`config.mk`:
```
export PLATFORM = sky130hd
export DESIGN_NAME = weighted_divider
export DESIGN_NICKNAME = d
export VERILOG_FILES = /design/src/rtl/weighted_divider.sv
export SDC_FILE = /design/constraint.sdc
export NUM_CORES = 1
export LEC_CHECK = 0
export CAP_MARGIN = 20
export CORE_MARGIN = 10
export CORE_UTILIZATION = 30
export DETAILED_ROUTE_END_ITERATION = 16
export PLACE_DENSITY_LB_ADDON = 0.15
export SLEW_MARGIN = 20
export SYNTH_ARGS = -nofsm -noshare
export SYNTH_HDL_FRONTEND = slang
export SYNTH_SLANG_ARGS = --single-unit
```
`constraint.sdc`:
```
create_clock -name clk -period 3.6 [get_ports clk]
set_input_delay 0.36 -clock clk [delete_from_list [all_inputs] [get_ports clk]]
set_output_delay 0.36 -clock clk [all_outputs]
set_load 0.005 [all_outputs]
```
`src/rtl/weighted_divider.sv`:
```
// weighted_divider: recovers operand a from a weighted product P
// by restoring division, P / (2^(k1-k3) + 2^(k2-k3)).
module weighted_divider #(
  parameter int PW = 16,
  parameter int KW = 3
) (
  input  logic                clk,
  input  logic                rst,
  input  logic                start,
  input  logic [PW-1:0]       p,
  input  logic [KW-1:0]       k1,
  input  logic [KW-1:0]       k2,
  input  logic [KW-1:0]       k3,
  output logic                busy,
  output logic                done,
  output logic                err,
  output logic [PW-1:0]       q,
  output logic [(1<<KW):0]    rem,
  output logic                exact
);

  localparam int DW = (1 << KW) + 1;
  localparam int CW = $clog2(PW);
  localparam int AW = 8;

  typedef enum logic [1:0] {
    S_IDLE,
    S_DIV,
    S_DONE
  } state_t;

  state_t          r_state;
  state_t          w_nxt;

  logic [PW-1:0]   r_dvd;
  logic [PW-1:0]   r_quo;
  logic [DW-1:0]   r_d;
  logic [DW-1:0]   r_prem;
  logic [CW-1:0]   r_cnt;
  logic [PW-1:0]   r_q;
  logic [DW-1:0]   r_rem;
  logic            r_err;
  logic            r_exact;

  logic [KW-1:0]   w_s1;
  logic [KW-1:0]   w_s2;
  logic [DW-1:0]   w_d;
  logic            w_bad;
  logic [DW:0]     w_trial;
  logic            w_ge;
  logic [DW:0]     w_nrem;
  logic [PW-1:0]   w_nquo;
  logic            w_last;
  logic            w_acc;

  assign w_s1    = k1 - k3;
  assign w_s2    = k2 - k3;
  assign w_d     = (DW'(1) << w_s1) + (DW'(1) << w_s2);
  assign w_bad   = (k1 < k3) || (k2 < k3);
  assign w_acc   = (r_state == S_IDLE) && start;

  assign w_trial = {r_prem, r_dvd[PW-1]};
  assign w_ge    = w_trial >= {1'b0, r_d};
  assign w_nrem  = w_ge ? (w_trial - {1'b0, r_d}) : w_trial;
  assign w_nquo  = {r_quo[PW-2:0], w_ge};
  assign w_last  = (r_state == S_DIV) &&
                   (r_cnt == CW'(PW - 1));

  // state register
  always_ff @(posedge clk) begin
    if (rst) r_state <= S_IDLE;
    else     r_state <= w_nxt;
  end

  // next-state decode
  always_comb begin
    w_nxt = r_state;
    unique case (r_state)
      S_IDLE: begin
        if (start) w_nxt = w_bad ? S_DONE : S_DIV;
      end
      S_DIV: begin
        if (w_last) w_nxt = S_DONE;
      end
      S_DONE:  w_nxt = S_IDLE;
      default: w_nxt = S_IDLE;
    endcase
  end

  // datapath: latch request, iterate, publish result
  always_ff @(posedge clk) begin
    if (rst) begin
      r_dvd   <= '0;
      r_quo   <= '0;
      r_d     <= '0;
      r_prem  <= '0;
      r_cnt   <= '0;
      r_q     <= '0;
      r_rem   <= '0;
      r_err   <= 1'b0;
      r_exact <= 1'b0;
    end else if (w_acc) begin
      r_dvd   <= p;
      r_quo   <= '0;
      r_d     <= w_d;
      r_prem  <= '0;
      r_cnt   <= '0;
      r_q     <= '0;
      r_rem   <= '0;
      r_err   <= w_bad;
      r_exact <= 1'b0;
    end else if (r_state == S_DIV) begin
      r_dvd  <= {r_dvd[PW-2:0], 1'b0};
      r_quo  <= w_nquo;
      r_prem <= w_nrem[DW-1:0];
      r_cnt  <= r_cnt + 1'b1;
      if (w_last) begin
        r_q     <= w_nquo;
        r_rem   <= w_nrem[DW-1:0];
        r_exact <= (w_nrem == '0) &&
                   (w_nquo[PW-1:AW] == '0);
      end
    end
  end

  assign busy  = (r_state != S_IDLE);
  assign done  = (r_state == S_DONE);
  assign err   = r_err;
  assign q     = r_q;
  assign rem   = r_rem;
  assign exact = r_exact;

endmodule

```
==> reports/results.ini, run 1 <==
[yosys]
synthFlopType=dfxtp_1
yosys.area_share.xor_xnor_pct=3.76
syn_area_um2=4190
synth_compound_area_share_pct=20.8
syn_nets=575
syn_inst=519
synth_cell_type_count=52
synth_edf_count=0
synth.avg_cell_area_um2=8.08
seq_area_frac_synth_pct=39.2
synthMuxAreaShare_pct=1.70
ys_seq_elements=82
synth_adder_area_share_pct=9.07
synth_top_family_by_area=compound AO/OA/AOI/OAI gates
synth-simple-area-share_pct=20.8
async_flop_share_pct=0
yosys_warnings=0

[layout]
antenna_cells=0
layout.nets=626
most-common-layout-cells=nand2_1, dfxtp_1, nor2_1
layout-drive-gt1-share_pct=7.13
final_common_cell=nand2_1
syn2layout_area_growth_pct=25.6
fillers=1468
stdcell_area_um2=5270

[route]
vias=3613
routed_wl_um=10300
firstDrtPassIters=4
drt_iter0_drc=162
drc=0
ant_nets=0
wl_per_cell_um=13.7
vias_per_cell=4.79

[clock_tree]
cts_tree=built
cts_hold_buffers=0
clock_latency_ns=0.34
cts_setup_buffers=0
cts_resized=0
cts_buffers=9
htreeDepth=3
max-clock-path-buffers=2
clockRootBuffer=clkbuf_16
cts_sinks=82
clk_pin_slew_ns=0.06

[timing]
relSlewSlack_pct=29.1
min_period_ns=3.25
min_period_over_period_pct=90.3
hold_viol=0
tns_ns=0
clock.fmax_mhz=308
setup_violations=0
tightest_slew_ns=1.06
rsz0062_at_grt=false
finalClockSkew_ns=0.00625
hold_ws_ns=0.452
drv_slew=0

[floorplan]
core-area_um2=13800
die_h_um=138
ioPinCount=57
dieArea_um2=19100
initial_core_util_pct=30.4
fp.dieW_um=138
placementRows=43

[global_route]
grt_max_degree=36
grt_use_total_pct=10.9
grt_overflow=0
antenna_found_initial=0
grt_pass1_vias=3587
grt_pass1_wl_um=17900

[place]
hpwl_um=7680
gp_congestion=0.810
post_dp_cell_area_um2=4960
io_buffers=56

[worst_setup_path]
critPathKind=primary input to flip-flop
cp_max_fo=4
cp.required_ns=3.84
worst_setup_path_end_kind=flip-flop
startpoint_type=primary input
r2r_cells=10
cp.arrival_ns=3.49

[status]
status=completed

[pwr]
pwr_density_cell_nw_per_um2=491
power_mw=2.58
leakagePower_nw=1.97
ir_worst_vdd_uv=228

[job]
max-cap-violations=0

[worst_hold_path]
hold_class=flip-flop to flip-flop
min_path_cells=2

## worst max-delay path: stages
cell             delay [ns]
clkdlybuf4s50_1        0.48
ha_1                   0.14
inv_1                  0.05
fa_1                   0.41
xor2_1                 0.22
nor3_1                 0.26
ha_1                   0.30
a21o_1                 0.16
a21oi_1                0.19
o21bai_1               0.09
a21oi_1                0.19
o21ai_1                0.10
or4b_1                 0.47
o311ai_1               0.08
## cells by family (layout without fill, tap and decap cells)
logic type / Yosys count / in the layout
multiplexers: 7 / 7
adder cells (fa/ha/maj): 28 / 28
AND/OR/NAND/NOR: 200 / 200
XOR/XNOR: 18 / 18
buffers and inverters: 50 / 106
AO/OA/AOI/OAI: 134 / 134
flip-flops: 82 / 82
## layer usage
metal / global-route usage [%] / vias up / part of all wire, %
met5: 0 / - / 0
met4: 3.33 / 0 / 0.55
met3: 3.73 / 4 / 5.1
met2: 16.6 / 75 / 45
met1: 14.2 / 1635 / 50
li1: - / 1899 / -
## state kept, by name, summed over array words and instances, names as in the netlist
register  flops
q            16
r_dvd        16
r_quo        15
r_d           9
r_prem        9
rem           9
r_cnt         4
r_state       2
err           1
exact         1
## area by class of cell
class,instances,area (um2),share of cell area (%)
Multi-Input combinational cell,387,2360,44.9
Tap cell,180,225,4.28
Clock buffer,10,239,4.54
Timing Repair Buffer,67,643,12.2
Clock inverter,6,66.3,1.26
Sequential cell,82,1640,31.2
Inverter,23,86.3,1.64
## synthesized netlist by cell type (2+ instances only)
cell type / n / share of area [%]
a211oi_1: 31 / 5.6
a21o_1: 10 / 1.8
a21oi_1: 56 / 6.7
and3_1: 2 / 0.30
buf_1: 3 / 0.27
buf_2: 2 / 0.24
clkbuf_1: 21 / 1.9
dfxtp_1: 82 / 39
fa_1: 4 / 1.9
ha_1: 24 / 7.2
inv_1: 22 / 2.0
mux2i_1: 6 / 1.4
nand2_1: 93 / 8.3
nand2b_1: 7 / 1.0
nand3_1: 3 / 0.36
nand4_1: 2 / 0.30
nor2_1: 66 / 5.9
nor2b_1: 3 / 0.45
nor3_1: 10 / 1.2
nor4_1: 3 / 0.45
nor4b_2: 2 / 0.72
o21ai_0: 4 / 0.48
o21ai_1: 2 / 0.24
o21bai_1: 4 / 0.72
o22ai_1: 14 / 2.1
xnor2_1: 9 / 1.9
xor2_1: 9 / 1.9
## metrics by stage
step	utilization [%]	std cells	setup WS, ns
after detailed placement	36.0	739	-0.0177
after CTS	38.2	755	0.347
after global routing	38.2	755	0.0205
final	38.2	755	0.350
after floorplan	-	519	0.514
after global placement	36.0	739	0.0395
## where the power goes
part	total (mW)	internal (mW)	switching, mW
Sequential	0.968	0.944	0.0240
Clock	0.934	0.557	0.377
Combinational	0.681	0.290	0.391
## path summary, 6_finish.rpt
path	slack [ns]	end	start
max	0.35	r_d[7]	k3[0]
min	0.45	r_d[4]	r_d[4]
max reg2reg	0.69	exact	r_dvd[15]
min reg2reg	0.45	r_d[4]	r_d[4]
Note: power is estimated with default switching activity, not from simulation.
==> run 2: changes to the inputs <==
- clock period: 3.6 -> 3.8 ns (I/O delays scaled with it)
==> run 2 against run 1 <==
Clock-buffer cell count up 2. Sequential cell count did not move. Global-route usage shrank 0.28 points. Total power is 5.2% lower. Die area is the same. Clock power decreased by 4.1%. Wire length is 0.39% higher. Core utilization is 0.32 points lower. Via count grew 0.72%. Clock skew shrank 0.0013 ns. Register-to-register slack better by 0.18 ns. Combinational power down 6.8%.
==> reports/results.ini, run 2 (synthesized netlist as in run 1, its figures left out) <==
[timing]
drv_slew=0  ; unchanged
hold_ws_ns=0.450  ; -0.00214 ns
tns_ns=0  ; unchanged
setup_violations=0  ; unchanged
rsz0062_at_grt=false
clock.fmax_mhz=294
min_period_over_period_pct=89.6
tightest_slew_ns=1.10  ; +0.0368 ns
hold_viol=0  ; unchanged
finalClockSkew_ns=0.00491  ; -0.00133 ns
relSlewSlack_pct=26.6  ; -2.5 points
min_period_ns=3.40

[clock_tree]
cts_sinks=82  ; unchanged
cts_buffers=9  ; unchanged
cts_resized=0  ; unchanged
max-clock-path-buffers=2  ; unchanged
cts_setup_buffers=0  ; unchanged
clockRootBuffer=clkbuf_16
cts_hold_buffers=0  ; unchanged
clk_pin_slew_ns=0.06  ; about the same
htreeDepth=3  ; unchanged
clock_latency_ns=0.34  ; about the same
cts_tree=built

[floorplan]
fp.dieW_um=138  ; unchanged
core-area_um2=13800  ; unchanged
die_h_um=138  ; unchanged
dieArea_um2=19100  ; unchanged
ioPinCount=57  ; unchanged
placementRows=43  ; unchanged
initial_core_util_pct=30.4  ; unchanged

[layout]
final_common_cell=nand2_1
fin_util_pct=37.9  ; -0.32 points
layout-drive-gt1-share_pct=5.98  ; -1.2 points
layout.nets=620  ; -0.96%
antenna_cells=0  ; unchanged
syn2layout_area_growth_pct=24.6
most-common-layout-cells=nand2_1, dfxtp_1, nor2_1
stdcell_area_um2=5220  ; -0.83%

[global_route]
grt_pass1_vias=3521  ; -1.8%
grt_overflow=0  ; unchanged
grt_pass1_wl_um=17400  ; -2.6%
grt_max_degree=34  ; -5.6%
antenna_found_initial=0  ; unchanged
grt_use_total_pct=10.6  ; -0.28 points

[pwr]
leakagePower_nw=1.93  ; -1.9%
pwr_density_cell_nw_per_um2=469  ; -4.4%
clkPwrFrac_pct=36.6  ; +0.4 points
seqPwrFrac_pct=37.5  ; about the same
power.share.combinational_pct=25.9  ; -0.4 points
internal_power_mw=1.71  ; -4.6%
power_mw=2.45  ; -5.2%
swShare_pct=30.3  ; -0.40 points
power.switching_mw=0.741  ; -6.4%
ir_worst_vdd_uv=207  ; -9.2%

[worst_setup_path]
worst_setup_path_end_kind=flip-flop
startpoint_type=primary input
critPathKind=primary input to flip-flop
cp.required_ns=4.05  ; +0.21 ns
cp.arrival_ns=3.65  ; +0.16 ns
cp_max_fo=4  ; unchanged

[route]
routed_wl_um=10400  ; +0.39%
drt_iter0_drc=159  ; -1.9%
wl_per_cell_um=13.9  ; +1.2%
drc=0  ; unchanged
vias_per_cell=4.86  ; +1.5%
firstDrtPassIters=4  ; unchanged
vias=3639  ; +0.72%
ant_nets=0  ; unchanged

[place]
io_buffers=56  ; unchanged
gp_congestion=0.820  ; +1.3%
post_dp_cell_area_um2=4910  ; -0.91%
hpwl_um=7720  ; +0.45%

[status]
status=completed

[worst_hold_path]
hold_class=flip-flop to flip-flop

[job]
max-cap-violations=0  ; unchanged

[run 2: cell count changes in the layout (fill, tap and decap cells not counted), sizes merged]
cell / change
clkinv: -4
clkinvlp: +2
buf: -6
clkbuf: +2
[run 2: area by class of cell]
type	instances	area, um2
well taps	180	225
clock buffers	12	256
inverters	23	86.3
clock inverters	4	50.0
multi-input cells	387	2360
fillers	1500	8550
flip-flops and latches	82	1640
repair buffers	61	598
[run 2: final timing paths]
path                  to      start  cells after the start  slack, ns
setup / recovery  r_d[7]      k3[0]                     14       0.40
hold / removal    r_d[5]     r_d[5]                      2       0.45
setup reg to reg   exact  r_dvd[15]                     10       0.87
hold reg to reg   r_d[5]     r_d[5]                      2       0.45
[run 2: worst max-delay path: stages]
cell	delay, ns
clkdlybuf4s50_1	0.48
ha_1	0.14
inv_1	0.06
fa_1	0.41
xor2_1	0.22
nor3_1	0.33
ha_1	0.30
a21o_1	0.16
a21oi_1	0.22
o21bai_1	0.10
a21oi_1	0.19
o21ai_1	0.11
or4b_1	0.47
o311ai_1	0.08
[run 2: power groups by stage]
stage	sequential (mW)	clock, mW	combinational, mW
2_1_floorplan	0.928	0	0.489
6_report	0.918	0.896	0.635
5_1_grt	0.923	0.951	0.708
3_5_place_dp	0.937	0	0.635
4_1_cts	0.918	0.923	0.640
3_3_place_gp	0.936	0	0.632
[run 2: metal layers]
layer / track usage (%) / part of all wire, % / vias to the layer above
met5: 0 / 0 / -
met4: 2.61 / 1.1 / 0
met3: 4.18 / 5.1 / 10
met2: 16.1 / 43 / 77
met1: 13.9 / 51 / 1668
li1: - / - / 1884
[run 2: metrics by stage]
step / cells / worst slack, ns
6_report: 749 / 0.395
4_1_cts: 749 / 0.389
3_3_place_gp: 733 / 0.101
2_1_floorplan: 519 / 0.694
5_1_grt: 749 / 0.121
3_5_place_dp: 733 / 0.0414
==> run 3: changes to the inputs <==
- MAX_ROUTING_LAYER: not set -> met4
==> run 3 against run 2 <==
Clock-buffer cell count down 2. Sequential share of layout area up 0.060 points. Worst setup slack better by 0.015 ns. Non-clock buffer count unchanged. Register-to-register slack better by 0.07 ns. Design area down 0.19%. Critical path depth unchanged. Die area unchanged. Wire length down 0.27%. First-iteration DRC count up 18%. Largest power group unchanged.
==> reports/results.ini, run 3 (synthesized netlist as in run 1, its figures left out) <==
[clock_tree]
cts_setup_buffers=0  ; unchanged
cts_hold_buffers=0  ; unchanged
clk_pin_slew_ns=0.06  ; about the same
max-clock-path-buffers=2  ; unchanged
cts_sinks=82  ; unchanged
clockRootBuffer=clkbuf_16
cts_resized=0  ; unchanged
clock_latency_ns=0.34  ; about the same
cts_buffers=9  ; unchanged
cts_tree=built
htreeDepth=3  ; unchanged

[job]
max-cap-violations=0  ; unchanged

[pwr]
clkPwrFrac_pct=35.9  ; -0.7 points
ir_worst_vdd_uv=212  ; +2.5%
power.share.combinational_pct=26.3  ; +0.4 points
internal_power_mw=1.67  ; -2.0%
power.switching_mw=0.747  ; +0.80%
swShare_pct=30.9  ; +0.59 points
seqPwrFrac_pct=37.9  ; +0.4 points
leakagePower_nw=1.92  ; -0.32%
pwr_density_cell_nw_per_um2=465  ; -0.95%

[timing]
fin_ws_ns=0.410  ; +0.0151 ns
min_period_ns=3.39  ; -0.0151 ns
tightest_slew_ns=1.10  ; +0.00195 ns
min_period_over_period_pct=89.2  ; -0.40 points
tns_ns=0  ; unchanged
rsz0062_at_grt=false
relSlewSlack_pct=26.5  ; -0.13 points
drv_slew=0  ; unchanged
finalClockSkew_ns=0.00484  ; -0.0000772 ns
hold_viol=0  ; unchanged
clock.fmax_mhz=295  ; +0.44%
setup_violations=0  ; unchanged

[floorplan]
placementRows=43  ; unchanged
core-area_um2=13800  ; unchanged
ioPinCount=57  ; unchanged
dieArea_um2=19100  ; unchanged
die_h_um=138  ; unchanged
fp.dieW_um=138  ; unchanged
initial_core_util_pct=30.4  ; unchanged

[worst_setup_path]
max_stage_delay_ns=0.48  ; about the same
slowest_stage=clkdlybuf4s50_1
cp.required_ns=4.05  ; about the same
critPathKind=primary input to flip-flop
worst_setup_path_end_kind=flip-flop
cp_max_fo=4  ; unchanged
r2r_cells=10  ; unchanged
path_cells=clkdlybuf4s50_1 -> ha_1 -> inv_1 -> fa_1 -> xor2_1 -> nor3_1 -> ha_1 -> a21o_1 -> a21oi_1 -> o21bai_1 -> a21oi_1 -> o21ai_1 -> or4b_1 -> o311ai_1
cp.arrival_ns=3.64  ; about the same
startpoint_type=primary input

[global_route]
grt_use_total_pct=10.8  ; +0.16 points
grt_overflow=0  ; unchanged
antenna_found_initial=0  ; unchanged
grt_max_degree=38  ; +12%
grt_pass1_vias=3491  ; -0.85%
grt_pass1_wl_um=17100  ; -2.1%

[layout]
final_common_cell=nand2_1
syn2layout_area_growth_pct=24.3
most-common-layout-cells=nand2_1, dfxtp_1, nor2_1
fillers=1468  ; -2.1%
antenna_cells=0  ; unchanged
layout.nets=620  ; unchanged
layout-drive-gt1-share_pct=5.98  ; unchanged

[place]
pre_cts_ws_ns=0.0360  ; -0.00543 ns
gp_congestion=0.842  ; +2.6%
hpwl_um=7630  ; -1.1%
io_buffers=56  ; unchanged

[route]
ant_nets=0  ; unchanged
drt_iter0_drc=188  ; +18%
drc=0  ; unchanged
wl_per_cell_um=13.8  ; -0.27%
routed_wl_um=10400  ; -0.27%
vias_per_cell=4.88  ; +0.36%
vias=3652  ; +0.36%
firstDrtPassIters=4  ; unchanged

[worst_hold_path]
hold_class=flip-flop to flip-flop
min_path_cells=2  ; unchanged

[status]
status=completed

run 3: power by group through the flow:
stage | Sequential [mW] | Combinational [mW] | Clock, mW
2_1_floorplan | 0.928 | 0.489 | 0
3_3_place_gp | 0.936 | 0.634 | 0
3_5_place_dp | 0.937 | 0.632 | 0
4_1_cts | 0.918 | 0.639 | 0.900
5_1_grt | 0.921 | 0.710 | 0.926
6_report | 0.917 | 0.636 | 0.868
run 3: layout make-up:
cell class	instances	area [um2]	share of cell area (%)
clock inverters	6	67.6	1.30
repair buffers	61	598	11.5
well taps	180	225	4.32
inverters	23	86.3	1.66
multi-input cells	387	2360	45.4
flip-flops and latches	82	1640	31.5
clock buffers	10	229	4.39
run 3: worst paths after layout:
path	startpoint	to	slack, ns
max	k3[0]	r_d[7]	0.41
min	rem[7]	rem[7]	0.45
max reg2reg	r_dvd[15]	exact	0.94
min reg2reg	rem[7]	rem[7]	0.45
run 3: critical path, delay by kind of cell:
kind | cells | cell delay (ns)
compound gates | 6 | 0.84
xor+xnor | 1 | 0.22
fa+ha+maj | 3 | 0.86
buf+inv | 2 | 0.54
simple gates | 2 | 0.81
run 3: stage by stage:
stage / std cells / cell area (um2) / power (mW) / hold WS (ns) / util [%]
after floorplan: 519 / 4190 / 1.42 / 0.432 / -
after CTS: 749 / 5210 / 2.46 / 0.454 / 37.8
after detailed placement: 733 / 4910 / 1.57 / 0.447 / 35.7
after global routing: 749 / 5210 / 2.56 / 0.473 / 37.8
final: 749 / 5210 / 2.42 / 0.451 / 37.8
after global placement: 733 / 4910 / 1.57 / 0.440 / 35.7
run 3: per-layer routing:
| layer | GRT usage [%] | part of all wire, % |
|---|---|---|
| met1 | 14.0 | 51 |
| met2 | 15.6 | 42 |
| met3 | 3.66 | 5.0 |
| met4 | 2.94 | 1.3 |
| met5 | - | 0 |
==> RTL change (flow settings as in run 1) <==
Add an input register stage for `start`, `p`, `k1`, `k2` and `k3`, with the module's reset; this delays them by one clock.
--- a/src/rtl/weighted_divider.sv
+++ b/src/rtl/weighted_divider.sv
@@ -29,6 +29,28 @@
     S_DONE
   } state_t;
 
+  logic start_q;
+  logic [PW-1:0] p_q;
+  logic [KW-1:0] k1_q;
+  logic [KW-1:0] k2_q;
+  logic [KW-1:0] k3_q;
+
+  always_ff @(posedge clk) begin
+    if (rst) begin
+      start_q <= '0;
+      p_q     <= '0;
+      k1_q    <= '0;
+      k2_q    <= '0;
+      k3_q    <= '0;
+    end else begin
+      start_q <= start;
+      p_q     <= p;
+      k1_q    <= k1;
+      k2_q    <= k2;
+      k3_q    <= k3;
+    end
+  end
+
   state_t          r_state;
   state_t          w_nxt;
 
@@ -53,11 +75,11 @@
   logic            w_last;
   logic            w_acc;
 
-  assign w_s1    = k1 - k3;
-  assign w_s2    = k2 - k3;
+  assign w_s1    = k1_q - k3_q;
+  assign w_s2    = k2_q - k3_q;
   assign w_d     = (DW'(1) << w_s1) + (DW'(1) << w_s2);
-  assign w_bad   = (k1 < k3) || (k2 < k3);
-  assign w_acc   = (r_state == S_IDLE) && start;
+  assign w_bad   = (k1_q < k3_q) || (k2_q < k3_q);
+  assign w_acc   = (r_state == S_IDLE) && start_q;
 
   assign w_trial = {r_prem, r_dvd[PW-1]};
   assign w_ge    = w_trial >= {1'b0, r_d};
@@ -77,7 +99,7 @@
     w_nxt = r_state;
     unique case (r_state)
       S_IDLE: begin
-        if (start) w_nxt = w_bad ? S_DONE : S_DIV;
+        if (start_q) w_nxt = w_bad ? S_DONE : S_DIV;
       end
       S_DIV: begin
         if (w_last) w_nxt = S_DONE;
@@ -100,7 +122,7 @@
       r_err   <= 1'b0;
       r_exact <= 1'b0;
     end else if (w_acc) begin
-      r_dvd   <= p;
+      r_dvd   <= p_q;
       r_quo   <= '0;
       r_d     <= w_d;
       r_prem  <= '0;
Check against the original RTL: not equivalent (a bounded check fails within 4 cycles, from zero or initial values and one cycle with rst high).
==> RTL change against run 1 <==
Synthesized cell count increased by 10%. Non-clock buffer count decreased by 6. Critical path type is now reg -> reg. First-iteration DRC count increased by 12%. Global-route usage decreased by 0.38 points. Die area increased by 14%. Largest power group unchanged. Sequential cell count increased by 26. Area after synthesis increased by 17%. Setup slack got worse by 0.040 ns. Power increased by 11%. Routed wire length increased by 5.6%. Cell area increased by 13%.
==> RTL change: results (changes against run 1) <==
- Status: completed (unchanged)
- Clk_skew: 0.00560 ns (was 0.00625 ns)
- Placed cell areas: 0.00563 mm2 (was 0.00496 mm2)
- DP Worst Slack: 0.287 ns (was -0.0177 ns)
- Vias/cell: 4.69 (was 4.79)
- Syn nets: 627 (was 575)
- Global-route met3 utilization: 4.40% (was 3.73%)
- Global-route wire length before repair: 19,200 um (was 17,900 um)
- Cell variety after synth: 49 (was 52)
- 1st-iter DRT viols: 181 (was 162)
- Largest net degree at the start of global routing: 57 (was 36)
- Initial antenna violation count: 0 (unchanged)
- Lkg Pwr: 2.17 nW (was 1.97 nW)
- Mapped Cells: 571 (was 519)
- Grt met2 use: 16.4% (was 16.6%)
- Crit path DAT: 3.54 ns (was 3.49 ns)
- Final wirelength: 10,900 um (was 10,300 um)
- Top cells by area, synth: dfxtp_1 (44%), nand2_1 (7.1%), ha_1 (6.1%), a21oi_1 (5.7%), a211oi_1 (5.1%) (was dfxtp_1 (39%), nand2_1 (8.3%), ha_1 (7.2%), a21oi_1 (6.7%), nor2_1 (5.9%))
- Routability cong.: 0.753 (was 0.810)
- Filler Cells Inserted: 1,685 (was 1,468)
- CTS Buffer Depth: 2 (unchanged)
- Post-Layout Cell Count: 834 (was 755)
- Worst Hold Class: reg -> reg (unchanged)
- Post-DP HPWL: 7910 um (was 7680 um)
- VDD IR max: 0.246 mV (was 0.228 mV)
- Placed Instances: 818 (was 739)
- Max transition margin: 56.1% (was 29.1%)
- Synth top cells by count: dfxtp_1 (108), nand2_1 (93), nor2_1 (63) (was nand2_1 (93), dfxtp_1 (82), nor2_1 (66))
- CP max stage cell: or4b_1 (was clkdlybuf4s50_1)
- GRT Total Usage: 10.6% (was 10.9%)
- Ratio of cells with drive above 1 in the final layout: 5.34% (was 7.13%)
- Seq/Total Area, Yosys: 44.3% (was 39.2%)
- Cell family with most CP delay: compound AO/OA/AOI/OAI gates (was adder cells)
- Internal power: 2.06 mW (was 1.79 mW)
- Final nets: 669 (was 626)
RTL change: changes by cell type after synthesis, moves of 3 or more:
cell / before / now
a21o_1: 10 / 7
and2_1: 1 / 4
clkbuf_1: 21 / 25
dfxtp_1: 82 / 108
nor2_1: 66 / 63
nor2b_1: 3 / 28
o21ai_0: 4 / 7
RTL change: tightest hold or removal path: cells and delay by family (launching register included):
| kind | cells | cell delay (ns) |
|---|---|---|
| AOI/OAI and AO/OA | 1 | 0.05 |
| DFF | 1 | 0.31 |
| and+or+nand+nor | 1 | 0.05 |
RTL change: cell families (layout without fill, tap and decap cells):
kind of cell / count (synthesis) / count (layout) / share of synthesized area, %
adder cells (fa/ha/maj): 28 / 28 / 7.79
buffers and inverters: 54 / 101 / 4.33
AND/OR/NAND/NOR: 219 / 219 / 20.1
multiplexers: 7 / 7 / 1.46
XOR/XNOR: 17 / 17 / 3.05
flip-flops: 108 / 108 / 44.3
AO/OA/AOI/OAI: 138 / 138 / 19.1
RTL change: final timing paths:
kind / slack [ns] / from / endpoint / depth (start not counted)
setup / recovery: 0.31 / k1_q[0] / r_d[7] / 14
hold / removal: 0.45 / r_d[6] / r_d[6] / 2
hold reg to reg: 0.45 / r_d[6] / r_d[6] / 2
setup reg to reg: 0.31 / k1_q[0] / r_d[7] / 14
RTL change: power by group through the flow:
stage / combinational [mW] / sequential [mW] / clock, mW
floorplan: 0.480 / 1.29 / 0
global placement: 0.605 / 1.29 / 0
detailed placement: 0.615 / 1.29 / 0
CTS: 0.621 / 1.27 / 1.04
global route: 0.693 / 1.27 / 1.09
finish: 0.616 / 1.27 / 0.997
RTL change: final cells by class:
class,instances,area [um2],share of cell area (%)
flip-flops and latches,108,2160,36.4
clock inverters,5,60.1,1.01
inverters,24,90.1,1.52
multi-input cells,409,2520,42.4
well taps,216,270,4.55
repair buffers,61,593,9.99
clock buffers,11,243,4.09
RTL change: per-layer routing:
layer / vias to the layer above / wire length (um)
li1: 2046 / -
met1: 1794 / 5300
met2: 64 / 4870
met3: 9 / 594
met4: 0 / 161
met5: - / 0
